--- config.mk ---
export PLATFORM = sky130hd
export DESIGN_NAME = omega_network_sr
export DESIGN_NICKNAME = d
export VERILOG_FILES = /design/src/rtl/omega_network_sr.sv
export SDC_FILE = /design/constraint.sdc
export NUM_CORES = 1
export LEC_CHECK = 0
export CORE_ASPECT_RATIO = 0.6
export CORE_UTILIZATION = 30
export DETAILED_ROUTE_END_ITERATION = 10
export PLACE_DENSITY_LB_ADDON = 0.3
export SLEW_MARGIN = 0
export SYNTH_ARGS = -nofsm -noshare
export SYNTH_HDL_FRONTEND = slang
export SYNTH_SLANG_ARGS = --single-unit
--- constraint.sdc ---
create_clock -name clk -period 2.4 [get_ports clk]
set_input_delay 0.48 -clock clk [delete_from_list [all_inputs] [get_ports clk]]
set_output_delay 0.48 -clock clk [all_outputs]
set_load 0.02 [all_outputs]
--- src/rtl/omega_network_sr.sv ---
// Buffered omega (shuffle-exchange) network: S stages of 2x2 round-robin switches with one-entry registers.
// Define OMEGA_NETWORK_SR_STATS_EN to add the saturating conflict_count output.
module omega_network_sr #(
  parameter int WIDTH            = 8,
  parameter int IN_PORTS         = 8,
  parameter int ADDR_WIDTH_PORTS = $clog2(IN_PORTS)
) (
  input  logic                                 clk,
  input  logic                                 rst,
  input  logic [0:IN_PORTS-1]                  push,
  input  logic [IN_PORTS*WIDTH-1:0]            d_in,
  input  logic [IN_PORTS*ADDR_WIDTH_PORTS-1:0] addr_in,
  output logic [0:IN_PORTS-1]                  ready,
  output logic [0:IN_PORTS-1]                  valid,
  output logic [IN_PORTS*WIDTH-1:0]            d_out,
  input  logic [0:IN_PORTS-1]                  pop
`ifdef OMEGA_NETWORK_SR_STATS_EN
  ,output logic [15:0]                         conflict_count
`endif
);
  localparam int N  = IN_PORTS;
  localparam int S  = ADDR_WIDTH_PORTS;
  localparam int AW = ADDR_WIDTH_PORTS;

  // Layer 0 holds the input registers, layer s+1 the outputs of stage s; layer S drives the ports.
  logic [S:0][N-1:0]            vld_q, vld_d, adv;
  logic [S:0][N-1:0][WIDTH-1:0] dat_q, dat_d;
  logic [S-1:0][N-1:0][AW-1:0]  adr_q, adr_d;
  logic [S-1:0][N-1:0]          rr_q, rr_d;
`ifdef OMEGA_NETWORK_SR_STATS_EN
  logic [15:0] nconf;
`endif

  // Source position feeding switch input j: inverse of the perfect shuffle (rotate right).
  function automatic int unshuf(input int j);
    return (j >> 1) | ((j & 1) << (S - 1));
  endfunction

  always_comb begin
    int  qu, ql, g;
    logic ru, rl;
    qu = 0; ql = 0; g = 0; ru = 1'b0; rl = 1'b0;
    vld_d = vld_q; dat_d = dat_q; adr_d = adr_q; rr_d = rr_q;
    adv   = '0;
    ready = '0;
`ifdef OMEGA_NETWORK_SR_STATS_EN
    nconf = '0;
`endif
    for (int p = 0; p < N; p++) begin
      adv[S][p] = vld_q[S][p] & pop[p];
      if (adv[S][p]) vld_d[S][p] = 1'b0;
    end
    // Walk from the outputs back so each target's "advancing" flag is known before arbitration.
    for (int s = S - 1; s >= 0; s--) begin
      for (int t = 0; t < N; t++) begin
        qu = unshuf(t & ~1);
        ql = unshuf(t | 1);
        ru = vld_q[s][qu] && (adr_q[s][qu][S-1-s] == t[0]);
        rl = vld_q[s][ql] && (adr_q[s][ql][S-1-s] == t[0]);
        if ((ru || rl) && (!vld_q[s+1][t] || adv[s+1][t])) begin
          if (ru && rl) begin
            g = rr_q[s][t] ? ql : qu;
            rr_d[s][t] = ~rr_q[s][t];
`ifdef OMEGA_NETWORK_SR_STATS_EN
            nconf = nconf + 16'd1;
`endif
          end else begin
            g = ru ? qu : ql;
          end
          adv[s][g]     = 1'b1;
          vld_d[s][g]   = 1'b0;
          vld_d[s+1][t] = 1'b1;
          dat_d[s+1][t] = dat_q[s][g];
          if (s + 1 < S) adr_d[s+1][t] = adr_q[s][g];
        end
      end
    end
    for (int i = 0; i < N; i++) begin
      ready[i] = !vld_q[0][i] || adv[0][i];
      if (push[i] && ready[i]) begin
        vld_d[0][i] = 1'b1;
        dat_d[0][i] = d_in[i*WIDTH +: WIDTH];
        adr_d[0][i] = addr_in[i*AW +: AW];
      end
    end
  end

  always_comb begin
    valid = '0;
    d_out = '0;
    for (int p = 0; p < N; p++) begin
      valid[p]                = vld_q[S][p];
      d_out[p*WIDTH +: WIDTH] = dat_q[S][p];
    end
  end

  always_ff @(posedge clk) begin
    dat_q <= dat_d;
    adr_q <= adr_d;
    if (rst) begin
      vld_q <= '0;
      rr_q  <= '0;
    end else begin
      vld_q <= vld_d;
      rr_q  <= rr_d;
    end
  end

`ifdef OMEGA_NETWORK_SR_STATS_EN
  logic [15:0] cnt_q;
  logic [16:0] cnt_sum;
  assign cnt_sum = {1'b0, cnt_q} + {1'b0, nconf};

  always_ff @(posedge clk) begin
    if (rst) cnt_q <= '0;
    else     cnt_q <= cnt_sum[16] ? 16'hFFFF : cnt_sum[15:0];
  end

  assign conflict_count = cnt_q;
`endif

endmodule

## Word-level counts from Yosys, hierarchy flattened

Index checks and enable logic that the tools add are counted.

- Bits in registers: 368
- Bits in latches: 0
- RAM bits: 0
- Bits in read-only memories: 0
- Input bits: 106
- Output and inout bits: 80
- Logic and storage cells: 861
- Memories kept: 0

- $add $sub $neg: 0
- Multipliers: 0
- Div/mod/pow operators: 0
- $lt $le $gt $ge: 48
- Equality and inequality tests: 0
- Shift-type cells: 0
- Muxes and demuxes: 349
- Bitwise operators: 125
- Reductions and logical operators: 248

Operators by type and width:

| kind | number |
|---|---|
| $ge A32 B1 Y1 const B | 24 |
| $lt A32 B5 Y1 const B | 24 |
| $mux W32 | 24 |
| $mux W8 | 93 |
| $bmux W8 S3 | 24 |
| $mux W3 | 88 |
| $and A8 B8 Y8 | 24 |
| $not A8 Y8 | 24 |
| $or A8 B8 Y8 | 21 |
| $bmux W3 S3 | 16 |
| $logic_and A1 B1 Y1 | 128 |
| $mux W1 | 77 |
| $demux W1 S3 | 24 |
| $logic_or A1 B1 Y1 | 56 |
| $not A1 Y1 | 48 |
| $reduce_and A2 Y1 | 24 |
| $logic_not A1 Y1 | 32 |
| $mux W9 | 3 |
| $reduce_bool A2 Y1 | 8 |
| $and A1 B1 Y1 | 8 |

## Logic depth before layout (Yosys ltp)

Gate-level depths: netlist (run 1).

- Depth in word-level cells: 71
- Gate-level depth with buffers: 7

## Worst setup path before layout (run 1)

Ideal clock, no wire load.

- Kind: input -> register
- Start point: input port pop[7] (netlist name)
- End point: register adr_q[12] (netlist name), enable pin
- Data arrival time: 2.234 ns
- Data required time: 2.051 ns
- Path slack: -0.183 ns
- Stages: 6
- Cell sequence: nor2b_1 > a311o_1 > and3_1 > o221a_4 > o221ai_1 > and2_1

- Word-level cells in the longest chain between the ends: 40

RTL lines:

| what | RTL line | source |
|---|---|---|
| start: declaration | 16 | `input logic [0:IN_PORTS-1] pop` |
| $and A1 B1 Y1 * | 50 | `adv[S][p] = vld_q[S][p] & pop[p];` |
| $logic_or A1 B1 Y1 * | 60 | `if ((ru \|\| rl) && (!vld_q[s+1][t] \|\| adv[s+1][t])) begin` |
| $logic_and A1 B1 Y1 * | 60 |  |
| $mux W8 * | 60 |  |
| $logic_or A1 B1 Y1 | 60 |  |
| $logic_and A1 B1 Y1 | 60 |  |
| $mux W8 | 60 |  |
| $or A8 B8 Y8 (no source line) | n/a |  |
| [... 25 more ...] | n/a |  |
| $mux W8 | 60 |  |
| $or A8 B8 Y8 (no source line) | n/a |  |
| $mux W8 | 60 |  |
| $or A8 B8 Y8 (no source line) | n/a |  |
| $mux W8 * | 60 |  |
| $logic_or A1 B1 Y1 * | 79 | `ready[i] = !vld_q[0][i] \|\| adv[0][i];` |
| net ready, one bit | 13 | `output logic [0:IN_PORTS-1] ready,` |
| $logic_and A1 B1 Y1 * | 80 | `if (push[i] && ready[i]) begin` |
| end signal: assignment | 99 | `adr_q <= adr_d;` |
| end: declaration | 28 | `logic [S-1:0][N-1:0][AW-1:0] adr_q, adr_d;` |

The timed path passes the listed nets; every way through them passes the cells marked *.
A chain may end at the register's enable or synchronous reset.

## Final worst setup path (run 1)

- Start point: register adr_q[63] (netlist name)
- End point: output port ready[6] (netlist name)

- Word-level cells in the longest chain between the ends: 56

RTL lines:

| what | RTL line | source |
|---|---|---|
| $not A1 Y1 | 59 | `rl = vld_q[s][ql] && (adr_q[s][ql][S-1-s] == t[0]);` |
| $logic_and A1 B1 Y1 | 59 |  |
| $logic_and A1 B1 Y1 | 61 | `if (ru && rl) begin` |
| $mux W3 | 61 |  |
| $mux W32 | 60 |  |
| $ge A32 B1 Y1 (not written as such) / $lt A32 B5 Y1 (equally long branches) | 70 | `adv[s][g] = 1'b1;` |
| $logic_and A1 B1 Y1 (not written as such) | 70 |  |
| $mux W1 (not written as such) | 70 |  |
| [... 40 more ...] | n/a |  |
| $mux W8 | 60 |  |
| $or A8 B8 Y8 (no source line) | n/a |  |
| $mux W8 | 60 |  |
| $or A8 B8 Y8 (no source line) | n/a |  |
| $mux W8 | 60 |  |
| $or A8 B8 Y8 (no source line) | n/a |  |
| $mux W8 * | 60 |  |
| $logic_or A1 B1 Y1 * | 79 |  |
| end: declaration | 13 |  |

Every way passes the cells marked *; elsewhere a longest branch is shown, timed or not. The select of a mux whose other input is x is not followed.

==> results of run 1 <==
[sequential cells by signal (all words and copies together) (netlist names)]
name / count
adr_q: 48
valid: 8
d_out: 64
dat_q: 192
rr_q: 24
vld_q: 24
[worst paths after layout]
kind                                           start                   end  slack [ns]
worst max register to register   adr_q[51]$_DFFE_PN_   dat_q[17]$_DFFE_PP_       -0.02
worst max-delay path             adr_q[63]$_DFFE_PN_              ready[6]       -0.48
worst min register to register  rr_q[4]$_SDFFE_PP0P_  rr_q[4]$_SDFFE_PP0P_        0.48
worst min-delay path            rr_q[4]$_SDFFE_PP0P_  rr_q[4]$_SDFFE_PP0P_        0.48
[layer usage]
layer | global-route usage [%] | wire length (um)
met1 | 24.31 | 21680
met2 | 21.57 | 16520
met3 | 3.607 | 2658
met4 | 3.584 | 716
met5 | 0 | 0
[power by group]
| group | total [W] | switching (W) | internal [W] |
|---|---|---|---|
| combinational | 0.00207 | 0.00103 | 0.00105 |
| sequential | 0.00771 | 0.000330 | 0.00739 |
| clock | 0.00559 | 0.00247 | 0.00312 |
| total | 0.0154 | 0.00382 | 0.0116 |
[worst min-delay path, stage by stage (launching register included)]
cell and delay, ns:
dfxtp_1 0.32, o41ai_1 0.06, a21oi_1 0.05
[per-stage QoR]
step | TNS (ns) | cell area, um^2 | worst slack (ns) | std cells
floorplan | -3.670 | 15480 | -0.1368 | 1087
global placement | -82.51 | 18730 | -1.087 | 2008
detailed placement | -86.20 | 18730 | -1.086 | 2008
CTS | -3.256 | 20220 | -0.4329 | 2090
global route | -5.292 | 20410 | -0.5505 | 2101
finish | -3.699 | 20420 | -0.4816 | 2104
[kinds of logic after synthesis]
family,after synthesis,share of synthesized area (%)
AO/OA/AOI/OAI,121,5.926
XOR/XNOR,17,0.9634
buffers and inverters,140,5.157
flip-flops,360,66.32
multiplexers,187,13.63
AND/OR/NAND/NOR,262,8.007
[layout by cell type, fill, tap and decap left out, drive strengths merged, types with 5 or more instances in the layout]
cell,n
edfxtp,304
mux2,187
clkdlybuf4s50,175
buf,175
nand2,118
dfxtp,56
nor2,49
clkbuf,44
inv,41
a21oi,37
nor2b,22
nand2b,16
and2,16
a31oi,14
clkinv,14
xnor2,13
nor3,12
o21ai,8
nand3,7
a31o,6
o221ai,6
clkinvlp,5
o31ai,5
o311ai,5
[synth_stat cells, drive strengths merged, types with 4 or more instances]
cell / n / share of area (%)
o21bai: 4 / 0.19
xor2: 4 / 0.23
nor2b: 22 / 0.96
nor3: 12 / 0.45
nand2: 118 / 2.9
a31o: 6 / 0.34
edfxtp: 304 / 59
nor4: 4 / 0.16
nor2: 49 / 1.2
mux2: 187 / 14
buf: 73 / 3.5
o221ai: 6 / 0.34
nand3: 7 / 0.23
a31oi: 14 / 0.57
nand2b: 16 / 0.65
and2: 12 / 0.49
o21ai: 8 / 0.26
inv: 38 / 0.92
o31ai: 5 / 0.31
or3: 4 / 0.16
dfxtp: 56 / 7.3
a21oi: 37 / 1.2
o311ai: 5 / 0.33
xnor2: 13 / 0.74
a21o: 4 / 0.19
clkbuf: 28 / 0.68
o221a: 4 / 0.46
[final cells by class]
type | count | area share (%)
Antenna cell | 3 | 0.03676
Clock buffer | 44 | 4.712
Clock inverter | 23 | 0.9681
Inverter | 39 | 0.7169
Multi-Input combinational cell | 591 | 23.49
Sequential cell | 360 | 50.20
Tap cell | 693 | 4.246
Timing Repair Buffer | 351 | 15.64
[what timing repair did]
item                       in CTS  in global routing
gates resized for setup        86                 29
pin swaps                      19                 13
setup endpoints to repair      74                 83
buffers inserted               16                 11
gates cloned                    0                  4
==> results.yml, run 1 <==
outcome:
  status: "finished with violations"
  violations: "negative setup slack"
global_routing:
  grt_pass1_vias: 9438
  grt_max_degree: 31
  grt_pass1_wl_mm: 59.54
  overflow: 0
  grtUsageTotal_pct: 15.64
  grt_antenna_before_repair: 2
worst_setup_path:
  cp.arrival_ns: 2.40
  critPathTopFamily: "compound AO/OA/AOI/OAI gates"
  crit_buf_inv: 1
  cp-start-kind: "flip-flop"
  worst-path-stages: 6
  crit_path_frequent_cell: "o211ai_1"
  end_kind: "output port"
  required_ns: 1.92
  max_stage_delay_ns: 0.42
  crit_fanout: 3
  critical_path_class: "flip-flop to output port"
  crit_chain: "and3b_2, o31ai_4, o211ai_1, o211ai_1, a311o_1, buf_6"
  slowest_stage: "edfxtp_1"
  rr_worst_depth: 9
yosys:
  yosysWarnings: 0
  synth_nets: 1193
  ys_seq_area_share_pct: 66.32
  yosys_register_bits: 360
  synth_ff_type: "edfxtp_1"
  async_reset_ff_share_pct: 0
  syn_area_per_cell_um2: 14.22
  synth_area_mm2: 0.01545
  synth_edf_count: 304
  post_synth_num_cell_types: 64
  synthCells: 1087
routing:
  dr.pass1.iters: 8
  drc: 0
  routed_wl_mm: 41.58
  via_count: 9523
  ant_nets: 0
  drtIter0Drc: 751
  routedWlPerCell_um: 19.76
  via_per_inst: 4.526
power_and_ir_drop:
  p_leak_nw: 7.255
  ir_drop_uv: 406.1
  total_power_w: 0.01538
  cellPowerDensity_mw_per_mm2: 753.2
sta:
  holdWs_ns: 0.4776
  period_minus_slack_ns: 2.882
  setup_ws_ns: -0.4816
  setup_viol: 19
  finalHoldViolCount: 0
  slew_headroom_pct: 53.55
  fmax_mhz: 347.0
  period_share_pct: 120.1
  drv_slew: 0
  fin_skew_ns: 0.02079
  worst_pin_slew_ns: 0.6968
  grt_setup_unrepaired: "true"
die:
  dieArea_mm2: 0.05246
  die_y_um: 177.8
  io_pins: 186
  fp-row-count: 64
  die_x_um: 295.0
  core-area_mm2: 0.05093
  floorplan.initialDensity_pct: 30.35
clocking:
  cts.sinks: 360
  h-tree-depth: 2
  numCtsBuffers: 37
  clock_path_buffers: 3
  clock_latency_ns: 0.54
  cts-root-buf: "clkbuf_16"
  hold_buffers: 0
  cts_tree: "done"
  clk_pin_slew_worst_paths_ns: 0.06
finish:
  fill_cells: 4743
  ff_latch_area_mm2: 0.01025
  num-nets-final: 1486
  multi_input_area_mm2: 0.004796
  fin_util_pct: 40.09
  drive_gt1_share_pct: 34.80
  syn_to_final_growth_pct: 32.12
place:
  io_buffer_count: 185
  post-dp-hpwl_mm: 31.92
  gp_congestion: 0.8800
hold_path:
  hold_path_depth: 2
  min_path_type: "flip-flop to flip-flop"
flow_run:
  drv_cap: 0
Power figures use the tool's default switching activity.
==> run 2: changes to the inputs <==
CORE_UTILIZATION = 40   (was 30)
SLEW_MARGIN = unset   (was 0)
==> results.yml, run 2 (synthesized netlist as in run 1, its figures left out) <==
power_and_ir_drop:
  cellPowerDensity_mw_per_mm2: 772.9
  total_power_w: 0.01549
  p_leak_nw: 7.196
  ir_drop_uv: 580.1
hold_path:
  hold_start: "rst"
  min_path_type: "input port to flip-flop"
global_routing:
  grt_pass1_wl_mm: 57.08
  use_met2_pct: 28.60
  grt_pass1_vias: 9660
  grtUsageTotal_pct: 19.29
  met3_usage_pct: 3.491
  overflow: 0
  grt-busiest-layer: "met1"
  use_met1_pct: 29.19
  grt_antenna_before_repair: 0
  grt_max_degree: 41
place:
  gp_congestion: 0.8604
  placed_area_mm2: 0.01846
  post-dp-hpwl_mm: 29.14
  post-place-ws_ns: -1.083
  place_inst: 1819
  io_buffer_count: 185
outcome:
  violations: "negative setup slack"
  status: "finished with violations"
sta:
  setup_ws_ns: -0.4533
  grt_setup_unrepaired: "true"
  finalHoldViolCount: 0
  slew_headroom_pct: 37.59
  period_minus_slack_ns: 2.853
  period_share_pct: 118.9
  setup_viol: 24
  drv_slew: 0
  fin_skew_ns: 0.01462
  worst_pin_slew_ns: 0.9327
  fmax_mhz: 350.5
routing:
  drc: 0
  routedWlPerCell_um: 20.14
  ant_nets: 0
  drtIter0Drc: 913
  routed_wl_mm: 38.30
  via_per_inst: 5.029
  dr.pass1.iters: 5
  via_count: 9561
worst_setup_path:
  end_kind: "output port"
  critical_path_class: "flip-flop to output port"
  reg2reg_from: "adr_q[60]$_DFFE_PN_"
  cp.arrival_ns: 2.37
  required_ns: 1.92
  cp-start-kind: "flip-flop"
  worstSetupStartpoint: "adr_q[60]$_DFFE_PN_"
  crit_fanout: 3
finish:
  fill_cells: 3151
  syn_to_final_growth_pct: 29.68
  largest_reg_flops: 192
  num-nets-final: 1466
  fin_area_mm2: 0.02004
  mostFrequentLayoutCells: "304 x edfxtp_1, 187 x mux2_2, 175 x clkdlybuf4s50_1, 138 x buf_4, 117 x nand2_1"
  regMostFlops: "dat_q"
  final_common_cell: "edfxtp_1"
  ff_latch_area_mm2: 0.01025
  drive_gt1_share_pct: 32.85
  final_cells: 1901
  multi_input_area_mm2: 0.004667
  fin_util_pct: 52.95
  n_antenna_cell: 0
clocking:
  numCtsBuffers: 36
  clock_latency_ns: 0.54
  cts-root-buf: "clkbuf_16"
  cts.sinks: 360
  h-tree-depth: 2
  hold_buffers: 0
  clock_path_buffers: 3
  clk_pin_slew_worst_paths_ns: 0.07
  cts_tree: "done"
die:
  dieArea_mm2: 0.03945
  floorplan.initialDensity_pct: 40.83
  core-area_mm2: 0.03785
  io_pins: 186
  fp-row-count: 55
  die_x_um: 255.8
  die_y_um: 154.3
flow_run:
  drv_cap: 0
[run 2: critical path, cell delays in order (launching register included)]
cell and delay (ns):
edfxtp_1 0.44, nand3b_1 0.21, and3_4 0.20, a311oi_4 0.29, buf_4 0.19, o221a_4 0.23, o221ai_4 0.12, buf_6 0.16
[run 2: area by class of cell]
| type | count | share of cell area (%) |
|---|---|---|
| Timing Repair Buffer | 336 | 15.68 |
| Clock buffer | 41 | 4.589 |
| Sequential cell | 360 | 51.14 |
| Inverter | 39 | 0.7304 |
| Multi-Input combinational cell | 587 | 23.29 |
| Tap cell | 513 | 3.203 |
| Clock inverter | 25 | 1.367 |
[run 2: through the flow]
step	setup TNS [ns]	hold WS (ns)
after floorplan	-3.670	0.4467
after detailed placement	-89.83	0.4715
after global placement	-87.62	0.4602
final	-4.623	0.3400
after CTS	-3.145	0.3397
after global routing	-7.620	0.3587
[run 2: path summary, 6_finish.rpt]
kind | cells past startpoint | end | slack [ns]
worst min-delay path | 2 | rr_q[19]$_SDFFE_PP0P_ | 0.34
worst min register to register | 2 | rr_q[1]$_SDFFE_PP0P_ | 0.49
worst max-delay path | 7 | ready[0] | -0.45
worst max register to register | 9 | adr_q[19]$_DFFE_PP_ | -0.13
[run 2: routing by layer]
metal	part of all wire (%)	routed length, um	up-vias
met5	0	0	-
met4	1.7	663	0
met3	6.2	2388	50
met2	43	16410	320
met1	49	18840	4709
li1	-	-	4482
[run 2: repair_timing]
action	4_1_cts	5_1_grt
gates cloned	1	1
setup buffers	11	4
pin swaps	17	5
gates resized for setup	83	11
endpoints found under the setup margin	102	72
endpoints found under the hold margin	0	0
[run 2: power breakdown]
group	switching (W)	total (W)	internal [W]
sequential	0.000273	0.00766	0.00738
clock	0.00245	0.00578	0.00333
combinational	0.00103	0.00206	0.00103
total	0.00375	0.0155	0.0117
==> run 3: changes to the inputs <==
CORE_MARGIN = 5   (was unset)
SLEW_MARGIN = 25   (was unset)
clock period = 3.5 ns   (was 2.4 ns; I/O delays follow)
==> results.yml, run 3 (synthesized netlist as in run 1, its figures left out) <==
outcome:
  status: "finished, final reports clean"
sta:
  period_minus_slack_ns: 3.460
  grt_setup_unrepaired: "true"
  setup_tns_ns: 0
  period_share_pct: 98.85
  setup_viol: 0
  fmax_mhz: 289.0
  holdWs_ns: 0.4838
  finalHoldViolCount: 0
  fin_skew_ns: 0.01603
  slew_headroom_pct: 36.86
  worst_pin_slew_ns: 0.9471
  drv_slew: 0
finish:
  n_antenna_cell: 0
  fill_cells: 3174
  syn_to_final_growth_pct: 22.90
  largest_reg_flops: 192
  final_cells: 1800
  regMostFlops: "dat_q"
  num-nets-final: 1367
  mostFrequentLayoutCells: "304 x edfxtp_1, 187 x mux2_2, 176 x clkdlybuf4s50_1, 118 x nand2_1, 56 x dfxtp_1"
  final_common_cell: "edfxtp_1"
  drive_gt1_share_pct: 26.18
worst_setup_path:
  required_ns: 2.80
  worstSetupStartpoint: "pop[2]"
  critical_path_class: "input port to output port"
  slowest_stage: "clkdlybuf4s50_1"
  r2r_slack_ns: 0.71
  crit_fanout: 3
  cp.arrival_ns: 2.76
  max_stage_delay_ns: 0.42
  end_kind: "output port"
  crit_path_frequent_cell: "o211ai_1"
  cp-start-kind: "input port"
  crit_chain: "clkdlybuf4s50_1, nor2b_1, o31ai_2, o211ai_1, o211ai_1, a311o_1, clkdlybuf4s15_1"
  reg2reg_from: "adr_q[25]$_DFFE_PN_"
die:
  fp-row-count: 55
  dieArea_mm2: 0.04280
  core-area_mm2: 0.03792
  io_pins: 186
  die_y_um: 162.3
  floorplan.initialDensity_pct: 40.76
  die_x_um: 263.8
power_and_ir_drop:
  swShare_pct: 23.63
  seqPwrFrac_pct: 51.1
  comb_power_share_pct: 11.8
  p_leak_nw: 6.603
  clkPwrFrac_pct: 37.1
  switchingPower_w: 0.002442
  intPower_w: 0.007891
  ir_drop_uv: 227.9
  cellPowerDensity_mw_per_mm2: 544.0
routing:
  routed_wl_mm: 38.17
  ant_nets: 0
  drc: 0
  via_count: 9153
  drtIter0Drc: 930
  via_per_inst: 5.085
  routedWlPerCell_um: 21.20
  dr.pass1.iters: 8
clocking:
  clock_latency_ns: 0.53
  h-tree-depth: 2
  cts_tree: "done"
  cts.sinks: 360
  hold_buffers: 0
  cts-root-buf: "clkbuf_16"
  numCtsBuffers: 35
  clk_pin_slew_worst_paths_ns: 0.06
  clock_path_buffers: 3
place:
  gp_congestion: 0.9288
  post-dp-hpwl_mm: 29.44
  place_inst: 1734
  io_buffer_count: 185
global_routing:
  grt_pass1_vias: 8915
  grtUsageTotal_pct: 17.58
  grt_antenna_before_repair: 0
  grt_max_degree: 41
  grt_pass1_wl_mm: 56.39
  overflow: 0
hold_path:
  min_path_type: "flip-flop to flip-flop"
  hold_start: "rr_q[4]$_SDFFE_PP0P_"
flow_run:
  drv_cap: 0
==> run 3: cell types whose count changed in the layout (fill, tap and decap cells not counted), moves of 4 or more <==
| cell | change |
|---|---|
| buf_6 | -7 |
| clkinv_1 | -9 |
| buf_12 | -6 |
| and2_1 | +4 |
| buf_4 | -88 |
| clkbuf_1 | +7 |
==> run 3: metrics by stage <==
step                      cell area, um^2  utilization, %  setup WS [ns]  power [W]
after floorplan                     15450               -         0.6969   0.005983
after global placement              17720           46.73        -0.4274   0.006543
after detailed placement            17720           46.73        -0.4030   0.006553
after CTS                           18930           49.92       -0.02968    0.01039
after global routing                18990           50.09       -0.03221    0.01075
final                               18990           50.09        0.04023    0.01033
==> run 3: final timing paths <==
check                    endpoint  cells past startpoint
max                      ready[6]                      7
min          rr_q[4]$_SDFFE_PP0P_                      2
max reg2reg   dat_q[18]$_DFFE_PP_                      6
min reg2reg  rr_q[4]$_SDFFE_PP0P_                      2
==> run 3: layer usage <==
layer,wire length [um],GRT usage (%),up-vias
li1,-,-,4285
met2,15530,24.10,366
met1,18700,28.42,4466
met4,469,3.149,0
met3,3465,4.164,36
met5,0,0,-
==> run 3: layout make-up <==
cell class | count | area (um^2) | share of cell area, %
well taps | 513 | 641.9 | 3.379
multi-input cells | 587 | 4518 | 23.79
inverters | 39 | 146.4 | 0.7707
flip-flops and latches | 360 | 10250 | 53.96
repair buffers | 238 | 2278 | 12.00
clock buffers | 50 | 973.4 | 5.125
clock inverters | 13 | 186.4 | 0.9815
==> run 3: power groups by stage <==
stage / sequential (W) / clock, W / combinational, W
floorplan: 0.00525 / 0 / 0.000731
global placement: 0.00535 / 0 / 0.00119
detailed placement: 0.00536 / 0 / 0.00120
CTS: 0.00527 / 0.00391 / 0.00121
global route: 0.00531 / 0.00413 / 0.00131
finish: 0.00528 / 0.00383 / 0.00122
==> run 3: worst max-delay path: cells and delay by family <==
family | cells | cell delay, ns
buf+inv | 2 | 0.73
simple gates | 1 | 0.20
compound gates | 4 | 1.11
==> run 3: what timing repair did <==
action                     CTS  global route
pin swaps                    3             3
gates resized for setup     25            22
hold endpoints to repair     0             0
buffers inserted             2             1
setup endpoints to repair    8             8
